--- src/rtl/snd_mix_pkg.sv ---
// Shared types and constants for the time-multiplexed sound mixer.
package snd_mix_pkg;

  typedef enum logic [1:0] {
    ST_IDLE,
    ST_ACC,
    ST_OUT
  } state_e;

  localparam logic [7:0] GAIN_UNITY = 8'h10;
  localparam logic [4:0] VOL_MAX    = 5'd16;

  function automatic int clog2_w(input int n);
    int r;
    r = 0;
    for (int i = 0; i < 31; i++) begin
      if ((1 << i) < n) r = i + 1;
    end
    return r;
  endfunction

endpackage

--- src/rtl/snd_mix_peak.sv ---
// Clip indicator: a clip reloads the hold counter, PEAK stays high until it drains.
module snd_mix_peak #(
  parameter int HW = 20
) (
  input  logic          clk,
  input  logic          rst_n,
  input  logic          clip,
  input  logic [HW-1:0] hold,
  output logic          peak
);

  logic [HW-1:0] cnt_q, cnt_d;
  logic          peak_q, peak_d;

  always_comb begin
    cnt_d = cnt_q;
    if (clip) begin
      cnt_d = hold;
    end else if (cnt_q != '0) begin
      cnt_d = cnt_q - 1'b1;
    end
    peak_d = (cnt_d != '0);
  end

  always_ff @(posedge clk or negedge rst_n) begin
    if (!rst_n) begin
      cnt_q  <= '0;
      peak_q <= 1'b0;
    end else begin
      cnt_q  <= cnt_d;
      peak_q <= peak_d;
    end
  end

  assign peak = peak_q;

endmodule

--- src/rtl/snd_mix_seq.sv ---
// N-channel mixer: one shared multiplier accumulates channel*gain per pass,
// then master-volume scaling with a soft-mute ramp and output saturation.
module snd_mix_seq
  import snd_mix_pkg::*;
#(
  parameter int          CH        = 4,
  parameter int          W         = 16,
  parameter int          WOUT      = 16,
  parameter logic [19:0] PEAK_HOLD = 20'hFFFFF
) (
  input  logic                   CLK96,
  input  logic                   RESET96_N,
  input  logic                   CEN,
  input  logic [CH*W-1:0]        CH_IN,
  input  logic [CH*8-1:0]        GAIN,
  input  logic                   MUTE,
  output logic signed [WOUT-1:0] MIXED,
  output logic                   SAMPLE,
  output logic                   PEAK,
  output logic                   BUSY
);

  localparam int IW = clog2_w(CH);
  localparam int PW = W + 9;
  localparam int AW = W + 9 + clog2_w(CH);
  localparam int SW = AW + 6;
  localparam logic signed [SW-1:0] SAT_MAX = {{(SW-WOUT+1){1'b0}}, {(WOUT-1){1'b1}}};
  localparam logic signed [SW-1:0] SAT_MIN = ~SAT_MAX;

  state_e                 state_q, state_d;
  logic [CH*W-1:0]        ch_q, ch_d;
  logic [CH*8-1:0]        gain_q, gain_d;
  logic signed [AW-1:0]   acc_q, acc_d;
  logic [IW-1:0]          idx_q, idx_d;
  logic [4:0]             vol_q, vol_d;
  logic signed [WOUT-1:0] mixed_q, mixed_d;
  logic                   sample_q, sample_d;
  logic                   busy_q, busy_d;
  logic                   clip;

  logic signed [W-1:0]    ch_sel;
  logic [7:0]             gain_sel;
  logic signed [PW-1:0]   prod;
  logic signed [SW-1:0]   mix_full;
  logic signed [SW-1:0]   scaled;

  assign ch_sel   = ch_q[int'(idx_q)*W +: W];
  assign gain_sel = gain_q[int'(idx_q)*8 +: 8];
  assign prod     = ch_sel * $signed({1'b0, gain_sel});

  // Gain and volume both carry 4 fractional bits, hence the shift by 8.
  assign mix_full = $signed({{(SW-AW){acc_q[AW-1]}}, acc_q}) *
                    $signed({{(SW-5){1'b0}}, vol_q});
  assign scaled   = mix_full >>> 8;

  always_comb begin
    state_d  = state_q;
    ch_d     = ch_q;
    gain_d   = gain_q;
    acc_d    = acc_q;
    idx_d    = idx_q;
    vol_d    = vol_q;
    mixed_d  = mixed_q;
    sample_d = 1'b0;
    busy_d   = (state_q != ST_IDLE);
    clip     = 1'b0;
    case (state_q)
      ST_IDLE: begin
        if (CEN) begin
          ch_d    = CH_IN;
          gain_d  = GAIN;
          acc_d   = '0;
          idx_d   = '0;
          busy_d  = 1'b1;
          state_d = ST_ACC;
        end
      end
      ST_ACC: begin
        acc_d = acc_q + $signed({{(AW-PW){prod[PW-1]}}, prod});
        idx_d = idx_q + 1'b1;
        if (idx_q == IW'(CH-1)) state_d = ST_OUT;
      end
      ST_OUT: begin
        if (scaled > SAT_MAX) begin
          mixed_d = {1'b0, {(WOUT-1){1'b1}}};
          clip    = 1'b1;
        end else if (scaled < SAT_MIN) begin
          mixed_d = {1'b1, {(WOUT-1){1'b0}}};
          clip    = 1'b1;
        end else begin
          mixed_d = scaled[WOUT-1:0];
        end
        sample_d = 1'b1;
        // Volume used this pass first, stepped for the next one.
        if (MUTE && vol_q != 5'd0)      vol_d = vol_q - 5'd1;
        else if (!MUTE && vol_q < VOL_MAX) vol_d = vol_q + 5'd1;
        state_d = ST_IDLE;
      end
      default: state_d = ST_IDLE;
    endcase
  end

  always_ff @(posedge CLK96 or negedge RESET96_N) begin
    if (!RESET96_N) begin
      state_q  <= ST_IDLE;
      ch_q     <= '0;
      gain_q   <= '0;
      acc_q    <= '0;
      idx_q    <= '0;
      vol_q    <= VOL_MAX;
      mixed_q  <= '0;
      sample_q <= 1'b0;
      busy_q   <= 1'b0;
    end else begin
      state_q  <= state_d;
      ch_q     <= ch_d;
      gain_q   <= gain_d;
      acc_q    <= acc_d;
      idx_q    <= idx_d;
      vol_q    <= vol_d;
      mixed_q  <= mixed_d;
      sample_q <= sample_d;
      busy_q   <= busy_d;
    end
  end

  snd_mix_peak #(.HW(20)) u_peak (
    .clk   (CLK96),
    .rst_n (RESET96_N),
    .clip  (clip),
    .hold  (PEAK_HOLD),
    .peak  (PEAK)
  );

  assign MIXED  = mixed_q;
  assign SAMPLE = sample_q;
  assign BUSY   = busy_q;

endmodule

--- config.mk ---
export PLATFORM = sky130hd
export DESIGN_NAME = snd_mix_seq
export DESIGN_NICKNAME = d
export VERILOG_FILES = /design/src/rtl/snd_mix_pkg.sv /design/src/rtl/snd_mix_peak.sv /design/src/rtl/snd_mix_seq.sv
export SDC_FILE = /design/constraint.sdc
export NUM_CORES = 1
export LEC_CHECK = 0
export BUFFER_PORTS_ARGS = -buffer_cell sky130_fd_sc_hd__buf_2
export CELL_PAD_IN_SITES_DETAIL_PLACEMENT = 2
export CELL_PAD_IN_SITES_GLOBAL_PLACEMENT = 2
export CORE_MARGIN = 2
export CORE_UTILIZATION = 40
export CTS_CLUSTER_DIAMETER = 200
export CTS_CLUSTER_SIZE = 16
export DETAILED_ROUTE_END_ITERATION = 6
export MAX_ROUTING_LAYER = met4
export PLACE_DENSITY_LB_ADDON = 0.1
export SYNTH_ARGS = -nofsm -noshare
export SYNTH_HDL_FRONTEND = slang
export SYNTH_SLANG_ARGS = --single-unit
--- constraint.sdc ---
create_clock -name CLK96 -period 8.53 [get_ports CLK96]
set_input_delay 0.4265 -clock CLK96 [delete_from_list [all_inputs] [get_ports CLK96]]
set_output_delay 0.4265 -clock CLK96 [all_outputs]
set_load 0.05 [all_outputs]
# ---- Yosys cells after proc, flatten, opt, wreduce, memory -nomap -nowiden
# Index checks and enable logic that the tools add are counted.
dict set report classes {
  addsub 5
  multipliers 2
  n_lt_le_gt_ge 3
  eq_ne 5
  n_shift 2
  n_mux 19
  reduce_logical 14
}
# cell count
set op_table {}
lappend op_table {{$shiftx A64 B7 Y16} 1}
lappend op_table {{$pmux W27 S2} 1}
lappend op_table {{$mux W20} 2}
lappend op_table {{$reduce_bool A20 Y1} 2}
lappend op_table {{$mul A27 B6 Y33} 1}
lappend op_table {{$mux W16} 2}
lappend op_table {{$shiftx A32 B6 Y8} 1}
lappend op_table {{$add A27 B25 Y27} 1}
lappend op_table {{$mux W27} 1}
lappend op_table {{$gt A25 B16 Y1 const B} 1}
lappend op_table {{$lt A25 B16 Y1 const B} 1}
lappend op_table {{$mul A16 B9 Y25} 1}
lappend op_table {{$sub A20 B1 Y20 const B} 1}
lappend op_table {{$mux W5} 2}
lappend op_table {{$pmux W2 S2} 2}
lappend op_table {{$reduce_and A2 Y1} 4}
lappend op_table {{$mux W1} 6}
lappend op_table {{$mux W2} 3}
lappend op_table {{$reduce_bool A2 Y1} 3}
lappend op_table {{$add A5 B1 Y5 const B} 1}
lappend op_table {{$lt A5 B5 Y1 const B} 1}
lappend op_table {{$reduce_bool A5 Y1} 1}
lappend op_table {{$sub A5 B1 Y5 const B} 1}
lappend op_table {{$eq A2 B2 Y1 const B} 2}
lappend op_table {{6 further kinds} 8}
dict set report totals {
  regBits 171
  in_bits 100
  out_inout_bits 19
  word_cells 61
}

# ---- Logic depth before layout (Yosys ltp)
# Gate-level depths: netlist of run 1.
dict set report depth {
  word_depth 7
  ltp_mapped 25
  ltp_nobuf 23
}

# ---- Cells and area by module
# From an unflattened synthesis of run 1, not the netlist that was laid out.
dict set report unflattened {
  hier_cells 2013
  area_unflattened_um2 18024.8
}
# mod instances cells_each area_each_um2 seq_area_each_um2
set modules_own_cells {}
lappend modules_own_cells {snd_mix_seq 1 1860 16597.2 3754.9}
lappend modules_own_cells {snd_mix_peak 1 153 1427.6 525.5}

# ---- Least setup slack after synthesis of run 1
# Ideal clock, no wire load.
dict set report synth_path {
  kind {reg2reg}
  start {reg idx_q[0]}
  end {reg acc_q[26]}
  setup_time_ns 0.133
  t_arrival_ns 6.981
  t_required_ns 8.397
  setup_slack_ns 1.416
  path_stages_with_launch 26
  n_path_buf 3
  period_less_slack_ns 7.114
  path_cell_list {dfrtp_1 > clkbuf_1 > buf_1 > mux4_2 > clkbuf_1 > nand2_1 > fa_1 > inv_1 > fa_1 > inv_1 > fa_1 > inv_1 > fa_1 > fa_1 > ha_1 > a21o_1 > a21o_1 > a21oi_1 > o21ai_0 > o31ai_2 > o21ai_0 > or4_1 > a31oi_1 > xnor2_1 > o211ai_1 > o31ai_1}
}
dict set report synth_via {
  elab_chain_len 4
  elab_cells_between_ends 5
  cone_classes {add/sub (1); mul (1); shift (2); mux (1)}
}
# element line_no
set synth_rtl {}
lappend synth_rtl {{from (decl)} snd_mix_seq.sv:34} ;# logic [IW-1:0] idx_q, idx_d;
lappend synth_rtl {{from (signal assigned)} snd_mix_seq.sv:119} ;# idx_q <= idx_d;
lappend synth_rtl {{$shiftx A64 B7 Y16 or $shiftx A32 B6 Y8 (tied branches)} {snd_mix_seq.sv:47, snd_mix_seq.sv:48}}
lappend synth_rtl {{$mul A16 B9 Y25 (*)} snd_mix_seq.sv:49} ;# assign prod = ch_sel * $signed({1'b0, gain_sel});
lappend synth_rtl {{$add A27 B25 Y27 (*)} snd_mix_seq.sv:79} ;# acc_d = acc_q + $signed({{(AW-PW){prod[PW-1]}}, prod});
lappend synth_rtl {{$pmux W27 S2 (*)} snd_mix_seq.sv:67} ;# case (state_q)
lappend synth_rtl {{to (signal assigned)} snd_mix_seq.sv:108} ;# acc_q <= '0;
lappend synth_rtl {{to (signal assigned)} snd_mix_seq.sv:118} ;# acc_q <= acc_d;
lappend synth_rtl {{to (decl)} snd_mix_seq.sv:33} ;# logic signed [AW-1:0] acc_q, acc_d;
# Mark *: on every way between the ends. The rest lies on a longest branch, timed or not.
# A chain may end at the register's enable or synchronous reset.

# ---- Final worst setup path of run 1
# Ends and elaborated chain as after synthesis.

==> results of run 1 <==
[per-stage QoR]
stage                     instances  util [%]  cell area, um2  setup WS [ps]
final                          2645      44.3           19500            889
after global routing           2645      44.3           19500            399
after CTS                      2645      44.3           19500            842
after detailed placement       2612      42.9           18900            967
after global placement         2612      42.9           18900           1210
after floorplan                1968         -           17800           1420
[layout by cell type (no fill, tap or decap), types with 17 or more instances in the layout]
| cell | n |
|---|---|
| sky130_fd_sc_hd__fa_1 | 209 |
| sky130_fd_sc_hd__nor3_1 | 18 |
| sky130_fd_sc_hd__xnor2_1 | 40 |
| sky130_fd_sc_hd__and2_1 | 203 |
| sky130_fd_sc_hd__xor2_1 | 31 |
| sky130_fd_sc_hd__nor2_1 | 41 |
| sky130_fd_sc_hd__nand2_1 | 416 |
| sky130_fd_sc_hd__mux4_2 | 24 |
| sky130_fd_sc_hd__dfrtp_1 | 169 |
| sky130_fd_sc_hd__ha_1 | 125 |
| sky130_fd_sc_hd__buf_2 | 117 |
| sky130_fd_sc_hd__inv_1 | 289 |
| sky130_fd_sc_hd__nand3_1 | 39 |
| sky130_fd_sc_hd__o21ai_0 | 61 |
| sky130_fd_sc_hd__a21oi_1 | 43 |
| sky130_fd_sc_hd__a21o_1 | 28 |
| sky130_fd_sc_hd__clkbuf_16 | 17 |
[sequential cells by signal, indices dropped and copies added (netlist names)]
| register | flops |
|---|---|
| vol_q | 5 |
| state_q | 2 |
| u_peak.peak | 1 |
| BUSY | 1 |
| u_peak.cnt_q | 20 |
| SAMPLE | 1 |
| acc_q | 27 |
| MIXED | 16 |
| gain_q | 32 |
| idx_q | 2 |
| ch_q | 64 |
[critical path, cell delays in order, from the launching register on]
cell	delay [ps]
sky130_fd_sc_hd__dfrtp_2	810
sky130_fd_sc_hd__buf_4	340
sky130_fd_sc_hd__mux4_2	620
sky130_fd_sc_hd__and2_1	210
sky130_fd_sc_hd__fa_1	460
sky130_fd_sc_hd__fa_1	500
sky130_fd_sc_hd__inv_1	80
sky130_fd_sc_hd__fa_1	560
sky130_fd_sc_hd__inv_1	60
sky130_fd_sc_hd__fa_1	560
sky130_fd_sc_hd__fa_1	420
sky130_fd_sc_hd__ha_1	380
sky130_fd_sc_hd__and3_1	240
sky130_fd_sc_hd__a22oi_1	240
sky130_fd_sc_hd__or2_2	180
sky130_fd_sc_hd__a21oi_1	100
sky130_fd_sc_hd__o31ai_2	420
sky130_fd_sc_hd__o21ai_0	210
sky130_fd_sc_hd__or4_1	440
sky130_fd_sc_hd__a31oi_1	240
sky130_fd_sc_hd__xnor2_1	140
sky130_fd_sc_hd__o211ai_1	190
sky130_fd_sc_hd__o31ai_1	100
[layout make-up]
class / count / area [um2]
Timing Repair Buffer: 129 / 682
Tap cell: 592 / 741
Sequential cell: 171 / 4280
Inverter: 289 / 1080
Clock buffer: 19 / 433
Multi-Input combinational cell: 1432 / 12200
Fill cell: 4929 / 24600
Clock inverter: 13 / 158
[timing repair]
item / 4_1_cts / 5_1_grt
hold endpoints to repair: 39 / 0
hold buffers: 1 / 0
setup endpoints to repair: 0 / 0
setup buffers: 0 / 0
[cell families (layout without fill, tap and decap cells)]
| kind of cell | after synthesis | count (layout) |
|---|---|---|
| AND/OR/NAND/NOR | 786 | 786 |
| multiplexers | 27 | 27 |
| buffers and inverters | 365 | 450 |
| adder cells (fa/ha/maj) | 334 | 334 |
| AO/OA/AOI/OAI | 214 | 214 |
| XOR/XNOR | 71 | 71 |
| flip-flops | 171 | 171 |
[synth_stat cells, types with 4 or more instances]
master | count | share of area, %
sky130_fd_sc_hd__nand3_1 | 39 | 1.1
sky130_fd_sc_hd__dfrtp_1 | 170 | 24
sky130_fd_sc_hd__nand4_1 | 4 | 0.14
sky130_fd_sc_hd__and2_1 | 204 | 7.2
sky130_fd_sc_hd__clkbuf_1 | 65 | 1.4
sky130_fd_sc_hd__inv_1 | 289 | 6.1
sky130_fd_sc_hd__o211ai_1 | 4 | 0.17
sky130_fd_sc_hd__nor2b_1 | 6 | 0.21
sky130_fd_sc_hd__o221a_2 | 7 | 0.44
sky130_fd_sc_hd__nor3_1 | 18 | 0.51
sky130_fd_sc_hd__a21oi_1 | 43 | 1.2
sky130_fd_sc_hd__buf_2 | 4 | 0.11
sky130_fd_sc_hd__a31oi_1 | 4 | 0.14
sky130_fd_sc_hd__a211oi_1 | 7 | 0.29
sky130_fd_sc_hd__a21o_1 | 28 | 1.2
sky130_fd_sc_hd__nand2_1 | 417 | 8.8
sky130_fd_sc_hd__and3_1 | 7 | 0.25
sky130_fd_sc_hd__fa_1 | 209 | 23
sky130_fd_sc_hd__o31ai_1 | 6 | 0.25
sky130_fd_sc_hd__o21ai_0 | 61 | 1.7
sky130_fd_sc_hd__o21bai_1 | 6 | 0.25
sky130_fd_sc_hd__and4_1 | 4 | 0.20
sky130_fd_sc_hd__buf_1 | 4 | 0.084
sky130_fd_sc_hd__a221o_1 | 6 | 0.34
sky130_fd_sc_hd__mux4_2 | 24 | 3.0
sky130_fd_sc_hd__or3_1 | 8 | 0.28
sky130_fd_sc_hd__nand2b_1 | 11 | 0.39
sky130_fd_sc_hd__o21ai_1 | 6 | 0.17
sky130_fd_sc_hd__nor2_1 | 41 | 0.86
sky130_fd_sc_hd__o21a_1 | 6 | 0.25
sky130_fd_sc_hd__xor2_1 | 31 | 1.5
sky130_fd_sc_hd__xnor2_1 | 40 | 2.0
sky130_fd_sc_hd__ha_1 | 125 | 8.8
sky130_fd_sc_hd__nor3_2 | 5 | 0.28
[per-layer routing]
metal | global-route usage [%] | share of wire, %
met1 | 30.1 | 45
met2 | 39.6 | 51
met3 | 3.38 | 2.0
met4 | 5.22 | 1.4
met5 | - | 0
[path summary, 6_finish.rpt]
check                      cells past startpoint                     end  slack (ps)            startpoint
max                                           22   acc_q[26]$_DFFE_PN0P_         890  idx_q[0]$_DFFE_PN0P_
min                                            3  gain_q[23]$_DFFE_PN0P_         130              GAIN[23]
max reg2reg                                   22   acc_q[26]$_DFFE_PN0P_         890  idx_q[0]$_DFFE_PN0P_
min reg2reg                                    2    ch_q[34]$_DFFE_PN0P_         470  ch_q[34]$_DFFE_PN0P_
max in group asynchronous                      3     ch_q[0]$_DFFE_PN0P_        6670             RESET96_N
min in group asynchronous                      2   u_peak.peak$_DFF_PN0_         560             RESET96_N
==> results.md, run 1 <==
- Outcome: finished, final reports clean
- Register area share after synthesis: about 24%
- Fin Clk Skew: 12.7 ps
- Max-capacitance violation count: 0
- # resized after CTS: 0
- Final worst-path cycle share: 89.6%
- Post-synth EDFFs: 0
- Most common flop cell mapped by yosys: sky130_fd_sc_hd__dfrtp_1
- Die Span Y: 215 um
- Number of global-route vias before repair: 15,800
- Main combinational cell family by area after synthesis: adder cells
- Clock Pin Slew Worst Setup and Hold Paths: 80 ps
- Root Buffer: sky130_fd_sc_hd__clkbuf_16
- Req. time, crit path: between 8000 and 9000 ps
- Startpoint-to-endpoint class of the critical path: reg -> reg
- Initial Utilization: between 40 and 50%
- Max-slew headroom at the worst pin: 31.9%
- Simple-gate portion of the synthesized area: 21.1%
- Largest net degree at the start of global routing: 101
- Fraction of registers with async set or reset after synthesis: 100%
- Net count after synthesis: ~2,400
- Area fraction in compound gates after synthesis: 8.13%
- Total track usage: 23.5%
- Antenna diodes: 0
- Worst-skew pair later-pin latency: 490 ps
- Synthesized-area fraction occupied by adder cells: 32.2%
- Kind of start point of the critical path: flip-flop
- RD Place Congestion: 0.813
- Worst-case clock buffer depth: 2
- Synthesized area: 17,800 um2
- Setup tns final: 0 ps
- Number of distinct library cell variants in the gate-level netlist after synthesis: 71
- Drt initial violations: 461
- Maximum clock rate: ~0.13 GHz
- Die X-Extent: about 220 um
- Via-per-instance ratio: 5.14
- Total vias in the final route: 13,600
- Wire length reported by the detailed router: 50.0 mm
- Clock sink count: 171
- Portion of netlist area occupied by mux cells: 3.20%
- Placement Rows: 77
- Core Area: between 40,000 and 50,000 um2
- Count of final max-slew check failures: 0
- Setup repair after global routing missed its margin: no
- Post-synthesis register bit count: 171
- Number of design rule violations left after detail routing: 0
- IO Port Bufs: about 120
- Antenna Violating Nets Remaining: 0
- Post-route minimum period: approximately 7600 ps
- Mapped Cells: 1,968
- Final routed wire length divided by cell count: 18.9 um
- Wire length of the first global-routing pass: 83.8 mm
- Clock tree from TritonCTS: built
- First-pass detailed-route iteration total: 4
- Endpoints failing hold: 0
- Classification of the worst-slack hold path: in -> reg
- Number of antenna violations at the first check in global routing: 0
- Xor-xnor portion of the synthesized cell area: 3.49%
- Number of I/O pins: roughly 120
- Critical path data arrival time: 7990 ps
- Sum of overflow across all layers after global routing: 0
- Num CTS Buffers: 17
- Area added between synthesis and finish: 9.67%
- Net count of the finished layout: 2,474
- Max H-tree Level: 4
- Transition time at the pin with the least slew margin: approximately 1000 ps
- Layout cell share with drive strength beyond 1: 10.8%
- Die Area: 46,300 um2
- Half-perimeter wire length of the detailed placement result: roughly 40 mm
- Worst-case hold slack: 129 ps
- Element type at the critical path end: flip-flop
- Finish-stage setup viols: 0
- Synth warn: 0
- Maximum fanout count along the critical path: 20
- Avg Cell Area, Syn: slightly above 9 um2
Power of run 1 is left out: the tool's default activity adds up to more than one toggle a clock period on the data nets, which glitch-free logic cannot reach.
==> run 2: changes to the inputs <==
==> constraint.sdc (replaced) <==
create_clock -name CLK96 -period 8.53 [get_ports CLK96]
set_input_delay 0.853 -clock CLK96 [delete_from_list [all_inputs] [get_ports CLK96]]
set_output_delay 0.853 -clock CLK96 [all_outputs]
set_load 0.05 [all_outputs]
==> results.md, run 2 (synthesized netlist as in run 1, its figures left out) <==
- Count of hold-fix buffers inserted at cts: 0 (-1)
- Final worst-path cycle share: 89.7% (+0.12 points)
- Wire length reported by the detailed router: 50.0 mm (about the same)
- Final non-filler cell area: 19,500 um2 (about the same)
- Kind of start point of the critical path: flip-flop
- Startpoint-to-endpoint class of the critical path: reg -> reg
- First-pass detailed-route iteration total: 4 (unchanged)
- # resized after CTS: 0 (unchanged)
- Largest net degree at the start of global routing: 101 (unchanged)
- Net count of the finished layout: 2,473 (-0.040%)
- Worst-skew pair later-pin latency: 490 ps (about the same)
- Library cell appearing most often on the critical path: sky130_fd_sc_hd__fa_1
- Element type at the critical path end: flip-flop
- Final routed wire length divided by cell count: 18.9 um (about the same)
- Total vias in the final route: 13,600 (+0.044%)
- Root Buffer: sky130_fd_sc_hd__clkbuf_16
- Register cell area after layout: 4280 um2 (unchanged)
- Num CTS Buffers: 17 (unchanged)
- Count of final max-slew check failures: 0 (unchanged)
- Cell Chain, Critical Path: buf_4 -> mux4_2 -> and2_1 -> fa_1 -> fa_1 -> inv_1 -> fa_1 -> inv_1 -> fa_1 -> fa_1 -> ha_1 -> and3_1 -> a22oi_1 -> or2_2 -> a21oi_1 -> o31ai_2 -> o21ai_0 -> or4_1 -> a31oi_1 -> xnor2_1 -> o211ai_1 -> o31ai_1
- Die Span Y: 215 um (unchanged)
- Die X-Extent: 215 um (unchanged)
- Transition time at the pin with the least slew margin: 1020 ps (+1.79 ps)
- Clock Pin Slew Worst Setup and Hold Paths: 80 ps (about the same)
- Initial Utilization: 40.4% (unchanged)
- Drt initial violations: 474 (+2.8%)
- Largest register by flop count: ch_q
- RD Place Congestion: 0.813 (unchanged)
- Worst-case clock buffer depth: 2 (unchanged)
- Setup tns final: 0 ps (unchanged)
- Number of global-route vias before repair: 15,800 (-0.063%)
- Antenna Violating Nets Remaining: 0 (unchanged)
- Sum of overflow across all layers after global routing: 0 (unchanged)
- Antenna diodes: 0 (unchanged)
- Commonest cells after routing, fill and taps aside: sky130_fd_sc_hd__nand2_1, sky130_fd_sc_hd__inv_1, sky130_fd_sc_hd__fa_1
- Setup repair after global routing missed its margin: no
- Via-per-instance ratio: 5.15 (about the same)
- Number of inserted filler cells in the final layout: 4,929 (unchanged)
- Clock tree from TritonCTS: built
- Core Area: 44,100 um2 (unchanged)
- Slowest-stage cell, CP: sky130_fd_sc_hd__dfrtp_2
- Maximum single-stage delay on the critical path: 800 ps (about the same)
- Clock sink count: 171 (unchanged)
- Outcome: finished, final reports clean
- Half-perimeter wire length of the detailed placement result: 39.6 mm (unchanged)
- Endpoints failing hold: 0 (unchanged)
- Classification of the worst-slack hold path: in -> async
- Number of antenna violations at the first check in global routing: 0 (unchanged)
- Number of flip-flops in the largest register: 64 (unchanged)
- Post-route minimum period: 7650 ps (+10.4 ps)
- Max-slew headroom at the worst pin: 31.8% (-0.12 points)
- Maximum clock rate: 0.131 GHz (-0.14%)
- Fin Clk Skew: 12.9 ps (+0.225 ps)
- Maximum fanout count along the critical path: 20 (unchanged)
- Critical path data arrival time: 8000 ps (about the same)
- Max-capacitance violation count: 0 (unchanged)
- Footprint of the multi-input gates: 12,200 um2 (unchanged)
- Number of I/O pins: 119 (unchanged)
- Family with the most delay on the worst path: adder cells
- Max H-tree Level: 4 (unchanged)
- Number of design rule violations left after detail routing: 0 (unchanged)
- Area added between synthesis and finish: 9.61% (about the same)
- Die Area: 46,300 um2 (unchanged)
- Total track usage: 23.5% (about the same)
- Total buffers and inverters traversed by the critical path: 3 (unchanged)
- IO Port Bufs: 118 (unchanged)
- Placement Rows: 77 (unchanged)
- Post-DP Area: 18,900 um2 (unchanged)
- Finish-stage setup viols: 0 (unchanged)
- Req. time, crit path: 8880 ps (about the same)
- Layout cell share with drive strength beyond 1: 10.8% (about the same)
- Biggest regs: ch_q (64), gain_q (32), acc_q (27)
- Most common cell after layout, fill and taps aside: sky130_fd_sc_hd__nand2_1
- Number of post-CTS setup repair buffers: 0 (unchanged)
- Worst-case hold slack: 415 ps (+286 ps)
- Wire length of the first global-routing pass: 83.8 mm (about the same)
==> run 2: cell type report <==
class,instances,area share (%)
clock inverters,13,0.807
flip-flops and latches,171,21.9
inverters,289,5.55
clock buffers,19,2.22
multi-input cells,1432,62.3
repair buffers,128,3.44
well taps,592,3.79
==> run 2: per-stage QoR <==
stage	setup slack, ps	utilization, %	std cells
4_1_cts	842	44.3	2644
6_report	879	44.3	2644
3_3_place_gp	1210	42.9	2612
5_1_grt	399	44.3	2644
3_5_place_dp	967	42.9	2612
2_1_floorplan	1420	-	1968
==> run 2: per-layer routing <==
metal  routed length (um)  share of wire, %  global-route usage, %
met1                22600                45                   30.1
met2                25700                51                   39.6
met3                 1030               2.1                   3.38
met4                  678               1.4                   5.22
met5                    0                 0                      -
==> run 2: worst paths after layout <==
check                                      from                     to  slack [ps]  cells after the start
max                        idx_q[0]$_DFFE_PN0P_  acc_q[26]$_DFFE_PN0P_         880                     22
min                                   RESET96_N  u_peak.peak$_DFF_PN0_         420                      1
max reg2reg                idx_q[0]$_DFFE_PN0P_  acc_q[26]$_DFFE_PN0P_         880                     22
min reg2reg                ch_q[34]$_DFFE_PN0P_   ch_q[34]$_DFFE_PN0P_         470                      2
max in group asynchronous             RESET96_N    ch_q[0]$_DFFE_PN0P_        6810                      2
min in group CLK96         ch_q[34]$_DFFE_PN0P_   ch_q[34]$_DFFE_PN0P_         470                      2
Power of run 2 is left out for the same reason.
